<file path="src/rtl/move_decoder.sv">
// move_decoder: parses the opponent's ASCII move ("Sxxyy" or "Mxxyyxxyy")
// into zero-based board coordinates for game_board. It validates each
// message and holds off the byte stream until the board stage reports that
// our reply has been computed.
module move_decoder #(
   parameter int unsigned BOARD_SIZE = 19,
   parameter logic [5:0]  NO_STONE   = 6'h3F
) (
   input  logic       clk,
   input  logic       reset_n,
   input  logic [7:0] in_data,
   input  logic       in_valid,
   output logic       in_ready,
   input  logic       move_done,
   output logic [5:0] x_1,
   output logic [5:0] y_1,
   output logic [5:0] x_2,
   output logic [5:0] y_2,
   output logic [1:0] stone_count,
   output logic       compute_move,
   output logic       err,
   output logic [7:0] move_count
);

   typedef enum logic [2:0] {
      IDLE      = 3'd0,
      DIGITS    = 3'd1,
      CHECK     = 3'd2,
      PLACE     = 3'd3,
      WAIT_DONE = 3'd4
   } state_t;

   localparam logic [7:0] CMD_SINGLE = 8'h53;   // 'S'
   localparam logic [7:0] CMD_DOUBLE = 8'h4D;   // 'M'
   localparam logic [5:0] BOARD_MAX  = 6'(BOARD_SIZE);

   // ASCII '0'..'9'
   function automatic logic is_digit(input logic [7:0] b);
      return (b >= 8'h30) && (b <= 8'h39);
   endfunction

   // One-based coordinate outside 1..BOARD_SIZE
   function automatic logic coord_bad(input logic [4:0] c);
      return (c == 5'd0) || ({1'b0, c} > BOARD_MAX);
   endfunction

   // One-based 5-bit value to zero-based 6-bit output coordinate
   function automatic logic [5:0] zero_based(input logic [4:0] c);
      logic [4:0] z;
      z = c - 5'd1;
      return {1'b0, z};
   endfunction

   state_t     state;
   state_t     state_nxt;
   logic       two_stones;
   logic [2:0] last_idx;
   logic [2:0] digit_idx;
   logic       tens;
   logic [4:0] coord [4];

   logic       accept;
   logic       err_nxt;
   logic       load_cmd;
   logic       cmd_two;
   logic       digit_store;
   logic       place_go;
   logic       check_fail;
   logic       dup_stone;
   logic [4:0] unit_value;

   assign accept     = in_valid & in_ready;
   // tens digit is already restricted to 0/1, so value never exceeds 19
   assign unit_value = (tens ? 5'd10 : 5'd0) + {1'b0, in_data[3:0]};
   assign dup_stone  = (coord[0] == coord[2]) && (coord[1] == coord[3]);

   // Range and duplicate check on the fully parsed message
   always_comb begin
      check_fail = coord_bad(coord[0]) | coord_bad(coord[1]);
      if (two_stones) begin
         check_fail = check_fail | coord_bad(coord[2]) | coord_bad(coord[3]) | dup_stone;
      end else begin
         check_fail = check_fail;
      end
   end

   // Next-state and per-cycle control decode
   always_comb begin
      state_nxt   = state;
      err_nxt     = 1'b0;
      load_cmd    = 1'b0;
      cmd_two     = 1'b0;
      digit_store = 1'b0;
      place_go    = 1'b0;
      case (state)
         IDLE: begin
            if (accept) begin
               if (in_data == CMD_SINGLE) begin
                  load_cmd  = 1'b1;
                  cmd_two   = 1'b0;
                  state_nxt = DIGITS;
               end else if (in_data == CMD_DOUBLE) begin
                  load_cmd  = 1'b1;
                  cmd_two   = 1'b1;
                  state_nxt = DIGITS;
               end else begin
                  err_nxt   = 1'b1;
                  state_nxt = IDLE;
               end
            end else begin
               state_nxt = IDLE;
            end
         end
         DIGITS: begin
            if (accept) begin
               if (!is_digit(in_data)) begin
                  err_nxt   = 1'b1;
                  state_nxt = IDLE;
               end else if (!digit_idx[0] && (in_data[3:0] > 4'd1)) begin
                  err_nxt   = 1'b1;
                  state_nxt = IDLE;
               end else begin
                  digit_store = 1'b1;
                  if (digit_idx == last_idx) begin
                     state_nxt = CHECK;
                  end else begin
                     state_nxt = DIGITS;
                  end
               end
            end else begin
               state_nxt = DIGITS;
            end
         end
         CHECK: begin
            if (check_fail) begin
               err_nxt   = 1'b1;
               state_nxt = IDLE;
            end else begin
               place_go  = 1'b1;
               state_nxt = PLACE;
            end
         end
         PLACE: begin
            state_nxt = WAIT_DONE;
         end
         WAIT_DONE: begin
            if (move_done) begin
               state_nxt = IDLE;
            end else begin
               state_nxt = WAIT_DONE;
            end
         end
         default: begin
            state_nxt = IDLE;
         end
      endcase
   end

   // State register plus handshake/status outputs registered from the state being entered
   always_ff @(posedge clk or negedge reset_n) begin
      if (!reset_n) begin
         state        <= IDLE;
         in_ready     <= 1'b1;
         compute_move <= 1'b1;
         err          <= 1'b0;
      end else begin
         state        <= state_nxt;
         in_ready     <= (state_nxt == IDLE) || (state_nxt == DIGITS);
         compute_move <= (state_nxt != PLACE);
         err          <= err_nxt;
      end
   end

   // Message parser: command type, digit position and accumulated coordinates
   always_ff @(posedge clk or negedge reset_n) begin
      if (!reset_n) begin
         two_stones <= 1'b0;
         last_idx   <= 3'd0;
         digit_idx  <= 3'd0;
         tens       <= 1'b0;
         for (int i = 0; i < 4; i++) begin
            coord[i] <= 5'd0;
         end
      end else if (load_cmd) begin
         two_stones <= cmd_two;
         last_idx   <= cmd_two ? 3'd7 : 3'd3;
         digit_idx  <= 3'd0;
         tens       <= 1'b0;
      end else if (digit_store) begin
         digit_idx <= digit_idx + 3'd1;
         if (!digit_idx[0]) begin
            tens <= in_data[0];
         end else begin
            coord[digit_idx[2:1]] <= unit_value;
         end
      end else begin
         digit_idx <= digit_idx;
      end
   end

   // Board-facing coordinates and move counter, loaded only when a message passes the check
   always_ff @(posedge clk or negedge reset_n) begin
      if (!reset_n) begin
         x_1         <= NO_STONE;
         y_1         <= NO_STONE;
         x_2         <= NO_STONE;
         y_2         <= NO_STONE;
         stone_count <= 2'd0;
         move_count  <= 8'd0;
      end else if (place_go) begin
         x_1 <= zero_based(coord[0]);
         y_1 <= zero_based(coord[1]);
         if (two_stones) begin
            x_2         <= zero_based(coord[2]);
            y_2         <= zero_based(coord[3]);
            stone_count <= 2'd2;
         end else begin
            x_2         <= NO_STONE;
            y_2         <= NO_STONE;
            stone_count <= 2'd1;
         end
         if (move_count != 8'hFF) begin
            move_count <= move_count + 8'd1;
         end else begin
            move_count <= move_count;
         end
      end else begin
         move_count <= move_count;
      end
   end

endmodule

</file>
<file path="config.mk">
export PLATFORM = sky130hd
export DESIGN_NAME = move_decoder
export DESIGN_NICKNAME = d
export VERILOG_FILES = /design/src/rtl/move_decoder.sv
export SDC_FILE = /design/constraint.sdc
export NUM_CORES = 1
export LEC_CHECK = 0
export CORE_ASPECT_RATIO = 0.6
export CORE_MARGIN = 1.5
export CORE_UTILIZATION = 35
export CTS_CLUSTER_DIAMETER = 100
export DETAILED_ROUTE_END_ITERATION = 10
export DONT_BUFFER_PORTS = 1
export PLACE_DENSITY_LB_ADDON = 0.15
export RECOVER_POWER = 25
export SLEW_MARGIN = 20
export SYNTH_ARGS = -nofsm -noshare
export SYNTH_HDL_FRONTEND = slang
export SYNTH_SLANG_ARGS = --single-unit
</file>
<file path="constraint.sdc">
create_clock -name clk -period 2.62 [get_ports clk]
set_input_delay 0.262 -clock clk [delete_from_list [all_inputs] [get_ports clk]]
set_output_delay 0.262 -clock clk [all_outputs]
set_load 0.03 [all_outputs]
</file>
==> results of run 1 <==
## layer usage
| metal | routed length, um | up-vias |
|---|---|---|
| met5 | 0 | - |
| met2 | 2870 | 66 |
| met3 | 614 | 12 |
| met1 | 3840 | 1105 |
| met4 | 105 | 0 |
| li1 | - | 1146 |
## worst max-delay path by stage
stage,startpoint,endpoint
3_3_place_gp,coord[15],move_count[2]
2_1_floorplan,in_ready,coord[17]
6_report,coord[15],move_count[1]
3_5_place_dp,coord[15],move_count[1]
4_1_cts,coord[15],move_count[1]
5_1_grt,coord[15],move_count[4]
## stage by stage
stage          util [%]  total power [mW]
6_report           41.8              2.33
5_1_grt            41.8              2.40
4_1_cts            42.1              2.38
3_5_place_dp       38.2              1.04
3_3_place_gp       38.2              1.04
2_1_floorplan         -              1.03
## cells in the final DEF, fill, tap and decap left out, types with 7 or more instances in the layout
| cell | n |
|---|---|
| dfrtp_1 | 40 |
| nor2_1 | 31 |
| xnor2_1 | 27 |
| nand2_1 | 24 |
| dfstp_2 | 24 |
| o21ai_0 | 17 |
| ha_1 | 17 |
| buf_4 | 16 |
| mux2_2 | 14 |
| a21oi_1 | 13 |
| a31oi_1 | 12 |
| inv_1 | 11 |
| nand3_1 | 11 |
| nor3_1 | 10 |
| clkbuf_16 | 9 |
| and3_1 | 7 |
## critical path: stages, from the launching register on
cell and delay, ns:
dfrtp_1 0.42, inv_1 0.11, ha_1 0.21, and3_1 0.16
or4_4 0.51, and4b_2 0.36, and2_1 0.19, mux2_1 0.33
## synth_stat cells (2+ instances only)
master,instances
nand4_1,5
clkbuf_1,6
inv_1,11
mux2i_1,4
o31ai_1,3
dfrtp_1,40
nor2_2,2
xnor2_1,27
nand3b_1,4
nor2_1,31
a31oi_1,12
xor2_1,4
nor2b_1,2
nand3_1,11
nor3b_1,3
nor4bb_1,3
o21ai_0,17
a21oi_1,13
buf_2,3
and2_1,3
mux2_2,14
and3_1,7
buf_4,3
dfstp_2,24
nand2_1,24
buf_6,2
ha_1,17
nor3_1,10
## registers in the layout, indices dropped and copies added (netlist names)
register / cells
y_2: 5
x_2: 6
in_ready: 1
digit_idx: 3
compute_move: 1
stone_count: 2
last_idx: 1
coord: 20
y_1: 5
state: 3
tens: 1
move_count: 8
x_1: 6
err: 1
two_stones: 1
## area by class of cell
| cell class | count | area [um^2] |
|---|---|---|
| fillers | 876 | 5360 |
| flip-flops and latches | 64 | 1630 |
| multi-input cells | 229 | 1560 |
| clock buffers | 12 | 256 |
| well taps | 130 | 163 |
| repair buffers | 18 | 135 |
| clock inverters | 3 | 65.1 |
| inverters | 12 | 45.0 |
## what timing repair did
item	4_1_cts	5_1_grt
endpoints found under the hold margin	64	0
setup buffers	0	0
endpoints found under the setup margin	0	0
hold buffers	2	0
## kinds of logic after synthesis
logic type                 Yosys count  synth area share, %
AOI/OAI and AO/OA                   50                 8.77
xor gates and xnor gates            31                 8.14
adders and majority gates           17                 6.37
buffers and inverters               27                 4.27
DFF                                 64                 48.9
muxes                               19                 6.26
and+or+nand+nor                    112                 17.3
## report_power, final
part	switching, mW	internal, mW
Combinational	0.0322	0.0110
Sequential	0.00367	0.995
Clock	0.413	0.877
==> results.json, run 1 <==
{
  "hold_viol": 0,
  "met3_usage_pct": 7.23,
  "cts_sinks": 64,
  "r2r_setup_slack_ns": 0.21,
  "die_area_um2": 10100,
  "detail_route.wl_per_cell_um": 15.9,
  "initial_core_util_pct": 36.2,
  "ant_nets": 0,
  "cts_buffers": 9,
  "clk_pin_slew_ns": 0.05,
  "synthCells": 320,
  "antenna_found_initial": 0,
  "period_minus_slack_ns": 2.41,
  "final.period_utilization_pct": 92.0,
  "io-pin-count": 49,
  "hpwlAfterDp_um": 5430,
  "crit_fanout": 5,
  "tightest_slew_ns": 1.58,
  "final.setup.tns_ns": 0,
  "die_height_um": 78.6,
  "crit_arrival_ns": 2.62,
  "layout-drive-gt1-share_pct": 22.5,
  "synth_edf_count": 0,
  "min_from": "in_data[1]",
  "netlist_area_um2": 3340,
  "setup.worst_path.class": "reg -> reg",
  "synth.top_cell.area_share_pct": 30.0,
  "synthArstFlopShare_pct": 100,
  "use_met1_pct": 23.4,
  "fin_worst_skew_ns": 0.00737,
  "synth-seq-cells": 64,
  "finalWirelength_um": 7430,
  "rsz0062_at_grt": "false",
  "reg2regPathDepth": 7,
  "yosys.area.top_type": "dfrtp_1",
  "p_per_area_nw_per_um2": 604,
  "gr-usage-met2_pct": 21.2,
  "clk_path_buf_depth": 2,
  "grt_pass1_wl_um": 12200,
  "setup_viol": 0,
  "synthToLayoutAreaGrowth_pct": 15.6,
  "top_usage_layer": "met1",
  "nNetsFinal": 363,
  "worstSetupEndpointType": "flop",
  "gp_congestion": 0.759,
  "ys_seq_area_share_pct": 48.9,
  "hold_path_depth": 1,
  "fin_cells": 468,
  "fp-row-count": 27,
  "portBuffers": 0,
  "dp.cells": 451,
  "synth_area_per_cell_um2": 10.4,
  "dr.first_iter.drc_count": 168,
  "vias": 2329,
  "failed_checks": "max-capacitance violations, max-slew violations",
  "status": "finished with violations",
  "via_per_inst": 4.98,
  "start_kind": "flop",
  "peakVddDrop_mv": 0.309,
  "worst_slack_ns": 0.210,
  "die_w_um": 129,
  "synth_nets": 349,
  "grt_util_all_layers_pct": 16.2,
  "insertion_delay_ns": 0.34,
  "leakage_nw": 1.71,
  "fmax_mhz": 415,
  "max-slew-margin-rel_pct": -5.37,
  "worstPathRequired_ns": 2.83,
  "cts_tree": "done",
  "cts-htree-levels": 3,
  "first_pass_iters": 4,
  "drc": 0,
  "synthTopCellsByArea": "dfrtp_1, dfstp_2, xnor2_1",
  "fin_hold_ws_ns": 0.0418,
  "core-area_um2": 9220,
  "preCtsSetupSlack_ns": 0.216,
  "ys_warn_count": 0,
  "netlist-cell-type-count": 43,
  "min_to": "two_stones",
  "overflow": 0,
  "ys_dominant_reg_cell": "dfrtp_1",
  "placed_area_um2": 3520,
  "grt_max_degree": 65,
  "r2r-start": "coord[15]",
  "cts_root_buffer": "clkbuf_16",
  "ctsResizeCount": 0,
  "hold_class": "in -> reg",
  "diodes": 0,
  "drv_slew": 65,
  "design_area_um2": 3860,
  "reg2reg_to": "move_count[1]",
  "maxCapViolations": 1,
  "grt_pass1_vias": 2315
}
No activity file was read; power rests on OpenSTA's default activity.
==> inputs of run 2 (changes only) <==
--- a/config.mk
+++ b/config.mk
@@ -7,12 +7,12 @@
 export LEC_CHECK = 0
 export CORE_ASPECT_RATIO = 0.6
 export CORE_MARGIN = 1.5
-export CORE_UTILIZATION = 35
+export CORE_UTILIZATION = 25
 export CTS_CLUSTER_DIAMETER = 100
 export DETAILED_ROUTE_END_ITERATION = 10
 export DONT_BUFFER_PORTS = 1
 export PLACE_DENSITY_LB_ADDON = 0.15
-export RECOVER_POWER = 25
+export RECOVER_POWER = 50
 export SLEW_MARGIN = 20
 export SYNTH_ARGS = -nofsm -noshare
 export SYNTH_HDL_FRONTEND = slang
==> run 2 against run 1 <==
  * The flow still finishes with violations (max-capacitance violations, max-slew violations)
  * First-iteration DRC count fell by 38%
  * Count of clock-buffer cells in the layout rose by 1
  * Via count fell by 2.7%
  * Clock skew fell by 0.0029 ns
  * Flip-flop and latch count did not move
  * Die area rose by 39%
  * Core utilization fell by 12 points
  * Sequential power barely moved
  * Register-to-register slack got worse by 0.02 ns
  * Highest routed layer unchanged
==> results.json, run 2 (synthesized netlist as in run 1, its figures left out) <==
{
  "status": "finished with violations",
  "failed_checks": "max-capacitance violations, max-slew violations",
  "cts_root_buffer": "clkbuf_16",
  "power_frac_clock_pct": 54.0,
  "top_regs": "coord (20), move_count (8)",
  "grt_pass1_wl_um": 13300,
  "vias": 2266,
  "crit_arrival_ns": 2.65,
  "top_register": "coord",
  "cts_sinks": 64,
  "cpPeakStageDelay_ns": 0.51,
  "tightest_slew_ns": 1.63,
  "grt_util_all_layers_pct": 12.6,
  "via_per_inst": 4.43,
  "seqPwrFrac_pct": 44.1,
  "hold_class": "in -> reg",
  "cp.buffers_inverters": 1,
  "layout-drive-gt1-share_pct": 20.5,
  "cts-htree-levels": 3,
  "p_per_area_nw_per_um2": 579,
  "diodes": 0,
  "fin_worst_skew_ns": 0.00444,
  "mostFrequentLayoutCells": "dfrtp_1, nor2_1, xnor2_1",
  "nNetsFinal": 365,
  "grt_max_degree": 65,
  "first_pass_iters": 5,
  "worst_slack_ns": 0.189,
  "crit_fanout": 5,
  "clk_path_buf_depth": 2,
  "fmax_mhz": 411,
  "largest_reg_flops": 20,
  "portBuffers": 0,
  "fp-row-count": 32,
  "grt_pass1_vias": 2267,
  "clk_pin_slew_ns": 0.05,
  "synthToLayoutAreaGrowth_pct": 17.0,
  "drv_slew": 65,
  "die_height_um": 92.5,
  "core-area_um2": 12900,
  "max-slew-margin-rel_pct": -8.63,
  "die_area_um2": 14100,
  "worstSetupEndpointType": "flop",
  "rsz0062_at_grt": "false",
  "insertion_delay_ns": 0.34,
  "netSwitchingFraction_pct": 20.9,
  "die_w_um": 152,
  "p_sw_mw": 0.472,
  "final_core_util_pct": 30.2,
  "combPwrFrac_pct": 1.9,
  "io-pin-count": 49,
  "initial_core_util_pct": 25.8,
  "start_kind": "flop",
  "cts_tree": "done",
  "hold_viol": 0,
  "setup_viol": 0,
  "overflow": 0,
  "worstPathRequired_ns": 2.84,
  "final.setup.tns_ns": 0,
  "hpwlAfterDp_um": 5950,
  "maxCapViolations": 1,
  "gp_congestion": 0.727,
  "antenna_found_initial": 0,
  "final.period_utilization_pct": 92.8,
  "detail_route.wl_per_cell_um": 16.1,
  "peakVddDrop_mv": 0.249,
  "p_int_mw": 1.79,
  "finalWirelength_um": 8230,
  "setup.worst_path.class": "reg -> reg",
  "preCtsSetupSlack_ns": 0.126,
  "cts_buffers": 9,
  "ant_nets": 0,
  "cts_setup_buffers": 0,
  "period_minus_slack_ns": 2.43,
  "final_common_cell": "dfrtp_1",
  "leakage_nw": 1.70,
  "drc": 0,
  "cp_slowest_cell": "or4_4",
  "path_delay_family": "simple AND/OR/NAND/NOR gates",
  "worstPathCellList": "inv_1 -> ha_1 -> and3_1 -> or4_4 -> and4b_2 -> and2_1 -> mux2_1",
  "dr.first_iter.drc_count": 104
}
==> run 2: final timing paths <==
path | startpoint | to | slack [ns] | depth (start not counted)
worst max-delay path | coord[16] | move_count[1] | 0.19 | 7
worst min register to register | last_idx[1] | last_idx[1] | 0.50 | 1
max in group asynchronous | reset_n | coord[15] | 0.65 | 2
worst max register to register | coord[16] | move_count[1] | 0.19 | 7
min in group asynchronous | reset_n | move_count[5] | 0.91 | 2
worst min-delay path | in_data[0] | coord[15] | 0.05 | 2
==> run 2: layout make-up <==
class | count | area (um^2)
Clock inverter | 3 | 40.0
Timing Repair Buffer | 20 | 150
Inverter | 12 | 45.0
Fill cell | 1323 | 9030
Tap cell | 170 | 213
Sequential cell | 64 | 1630
Multi-Input combinational cell | 229 | 1560
Clock buffer | 13 | 260
==> run 2: per-layer routing <==
layer  share of wire [%]  GRT usage [%]
met5                   0              0
met4                 1.3           4.61
met3                 6.6           4.96
met2                  37           15.7
met1                  55           18.8
==> run 2: per-stage QoR <==
stage          total power, mW  area (um^2)  cells  hold slack, ns
2_1_floorplan             1.03         3340    320         -0.0336
3_3_place_gp              1.04         3590    493         -0.0295
3_5_place_dp              1.04         3590    493         -0.0294
4_1_cts                   2.30         3930    511          0.0310
5_1_grt                   2.35         3900    511          0.0645
6_report                  2.26         3900    511          0.0485
==> run 2: what timing repair did <==
item                                   in CTS  in global routing
setup endpoints to repair                   0                  2
gates resized for setup                     0                  2
endpoints found under the hold margin      64                  0
hold buffers                                2                  0
==> run 2: power by group through the flow <==
stage                     combinational [mW]  sequential (mW)  clock (mW)
after floorplan                       0.0162             1.01           0
after global placement                0.0231             1.01           0
after detailed placement              0.0230             1.01           0
after CTS                             0.0508            0.998        1.25
after global routing                  0.0513            0.997        1.30
final                                 0.0440            0.998        1.22
==> inputs of run 3 (changes only) <==
--- a/config.mk
+++ b/config.mk
@@ -5,6 +5,7 @@
 export SDC_FILE = /design/constraint.sdc
 export NUM_CORES = 1
 export LEC_CHECK = 0
+export ABC_AREA = 1
 export CORE_ASPECT_RATIO = 0.6
 export CORE_MARGIN = 1.5
 export CORE_UTILIZATION = 25
==> run 3 against run 2 <==
  * Via count increased by 19%
  * Critical path depth increased by 5
  * The flow still finishes with violations (max-capacitance violations, max-slew violations)
  * Sequential share of layout area decreased by 2.7 points
  * Largest cell class is now multi-input combinational cells
  * Flip-flop and latch count unchanged
  * Cell area increased by 6.9%
  * Clock power increased by 8%
  * Non-clock buffer count decreased by 15
  * Critical path type unchanged
==> results.json, run 3 <==
{
  "grt_pass1_wl_um": 14500,
  "worstSetupEndpointType": "flop",
  "min_from": "move_done",
  "status": "finished with violations",
  "nNetsFinal": 451,
  "preCtsSetupSlack_ns": 0.385,
  "yosysMostFrequentCell": "nand2_1",
  "setup.worst_path.class": "reg -> reg",
  "worstPathCellList": "inv_1 -> ha_1 -> nand3_1 -> and2_1 -> nand2_1 -> nor2_2 -> nand2_2 -> nand2_4 -> nand3_4 -> buf_12 -> nand2_1 -> o21ai_2",
  "setup_viol": 0,
  "dr.first_iter.drc_count": 142,
  "tightest_slew_ns": 1.62,
  "ys_warn_count": 0,
  "core-area_um2": 13900,
  "fin_worst_skew_ns": 0.00727,
  "grt_util_all_layers_pct": 12.9,
  "clk_path_buf_depth": 2,
  "synth-seq-cells": 64,
  "drv_slew": 65,
  "via_per_inst": 4.35,
  "worstPathRequired_ns": 2.84,
  "synthArstFlopShare_pct": 100,
  "initial_core_util_pct": 26.1,
  "finalWirelength_um": 9020,
  "netlist-cell-type-count": 36,
  "synth.top_cell.area_share_pct": 27.5,
  "io-pin-count": 49,
  "hold_viol": 0,
  "first_pass_iters": 4,
  "top_register": "coord",
  "mostFrequentLayoutCells": "nand2_1, dfrtp_1, inv_1",
  "final.period_utilization_pct": 84.7,
  "antenna_found_initial": 0,
  "hold_path_depth": 1,
  "vias": 2691,
  "hpwlAfterDp_um": 6650,
  "gp_congestion": 0.756,
  "grt_pass1_vias": 2569,
  "final_common_cell": "nand2_1",
  "cts-htree-levels": 3,
  "final.setup.tns_ns": 0,
  "reg2reg_to": "stone_count[0]",
  "cts_tree": "done",
  "synthToLayoutAreaGrowth_pct": 14.8,
  "rsz0062_at_grt": "false",
  "portBuffers": 0,
  "peakVddDrop_mv": 0.226,
  "min_to": "state[2]",
  "cp.buffers_inverters": 2,
  "reg2regPathDepth": 12,
  "grt_max_degree": 65,
  "r2r_setup_slack_ns": 0.40,
  "path_delay_family": "simple AND/OR/NAND/NOR gates",
  "overflow": 0,
  "clk_pin_slew_ns": 0.06,
  "synthTopCellsByArea": "dfrtp_1, dfstp_2, nand2_1",
  "r2r-start": "coord[5]",
  "ys_seq_area_share_pct": 44.9,
  "fmax_mhz": 451,
  "crit_top_cell": "nand2_1",
  "largest_reg_flops": 20,
  "cp_slowest_cell": "dfrtp_1",
  "cts_setup_buffers": 0,
  "ys_dominant_reg_cell": "dfrtp_1",
  "cts_sinks": 64,
  "synth_common_cells": "nand2_1, dfrtp_1, inv_1",
  "crit_fanout": 30,
  "worst_slack_ns": 0.401,
  "fp-row-count": 33,
  "hold_class": "in -> reg",
  "synth_edf_count": 0,
  "top_regs": "coord (20), move_count (8)",
  "cts_root_buffer": "clkbuf_16",
  "startpoint": "coord[5]",
  "insertion_delay_ns": 0.33,
  "diodes": 0,
  "die_height_um": 96.4,
  "synth_nets": 444,
  "max-slew-margin-rel_pct": -8.06,
  "ant_nets": 0,
  "drc": 0,
  "synthCells": 415,
  "yosys.area.top_type": "dfrtp_1",
  "start_kind": "flop",
  "period_minus_slack_ns": 2.22,
  "crit_arrival_ns": 2.44,
  "failed_checks": "max-capacitance violations, max-slew violations",
  "layout-drive-gt1-share_pct": 18.5,
  "cpPeakStageDelay_ns": 0.48,
  "cts_buffers": 9,
  "maxCapViolations": 1,
  "synth_area_per_cell_um2": 8.76,
  "netlist_area_um2": 3630,
  "p_per_area_nw_per_um2": 584,
  "detail_route.wl_per_cell_um": 14.6,
  "leakage_nw": 1.93,
  "die_area_um2": 15300,
  "die_w_um": 159
}
run 3: cell count changes in the layout (fill, tap and decap cells not counted), moves of 9 or more:
| cell | previous run | this run |
|---|---|---|
| a31oi_1 | 12 | 0 |
| buf_4 | 16 | 2 |
| inv_1 | 11 | 36 |
| mux2_2 | 14 | 0 |
| nand2_1 | 24 | 116 |
| nand4_1 | 5 | 14 |
| o21ai_0 | 17 | 5 |
| o21ai_1 | 0 | 20 |
| o21ai_2 | 0 | 19 |
| xnor2_1 | 27 | 9 |
| xor2_1 | 4 | 15 |
run 3: per-stage QoR:
| stage | total power, mW | area (um^2) | utilization (%) | cells | hold slack (ns) |
|---|---|---|---|---|---|
| final | 2.44 | 4170 | 30.0 | 619 | 0.103 |
| after global routing | 2.54 | 4170 | 30.0 | 619 | 0.110 |
| after CTS | 2.48 | 4200 | 30.2 | 619 | 0.0892 |
| after detailed placement | 1.11 | 3830 | 27.6 | 601 | -0.0315 |
| after global placement | 1.11 | 3830 | 27.6 | 601 | -0.0313 |
| after floorplan | 1.09 | 3630 | - | 415 | -0.0336 |
run 3: per-layer routing:
layer | global-route usage (%) | vias up | routed length [um]
met2 | 16.7 | 50 | 3320
met1 | 19.9 | 1269 | 5140
met3 | 4.28 | 2 | 532
met5 | 0 | - | 0
li1 | - | 1370 | -
met4 | 3.04 | 0 | 29
run 3: worst max-delay path by stage:
stage,to,cells past startpoint
final,stone_count[0],12
after global routing,move_count[6],10
after CTS,stone_count[0],12
after detailed placement,stone_count[0],12
after global placement,stone_count[0],12
after floorplan,move_count[2],7
run 3: kinds of logic after synthesis:
logic type | after synthesis | synth area share [%]
simple gates | 204 | 26.7
compound gates | 58 | 10.7
flops | 64 | 44.9
buf+inv | 48 | 6.13
xor+xnor | 24 | 5.78
fa+ha+maj | 17 | 5.85
run 3: cell type report:
class	count	area [um^2]
Fill cell	1502	9740
Sequential cell	64	1630
Multi-Input combinational cell	303	1780
Clock buffer	13	260
Clock inverter	3	65.1
Inverter	39	146
Timing Repair Buffer	5	50.0
Tap cell	192	240
run 3: repair_timing:
action	CTS	global route
hold endpoints to repair	64	0
hold buffers	2	0
resized for setup	0	0
run 3: power breakdown:
part           switching (mW)  internal, mW  leakage, nW
logic                  0.0775        0.0249        0.984
clock network           0.439         0.884        0.160
registers              0.0137         0.999        0.787
total                   0.530          1.91         1.93
run 3: worst register-to-register path: stages, from the launching register on:
cell	delay, ns
dfrtp_1	0.48
inv_1	0.15
ha_1	0.22
nand3_1	0.15
and2_1	0.15
nand2_1	0.07
nor2_2	0.09
nand2_2	0.09
nand2_4	0.08
nand3_4	0.22
buf_12	0.27
nand2_1	0.10
o21ai_2	0.05
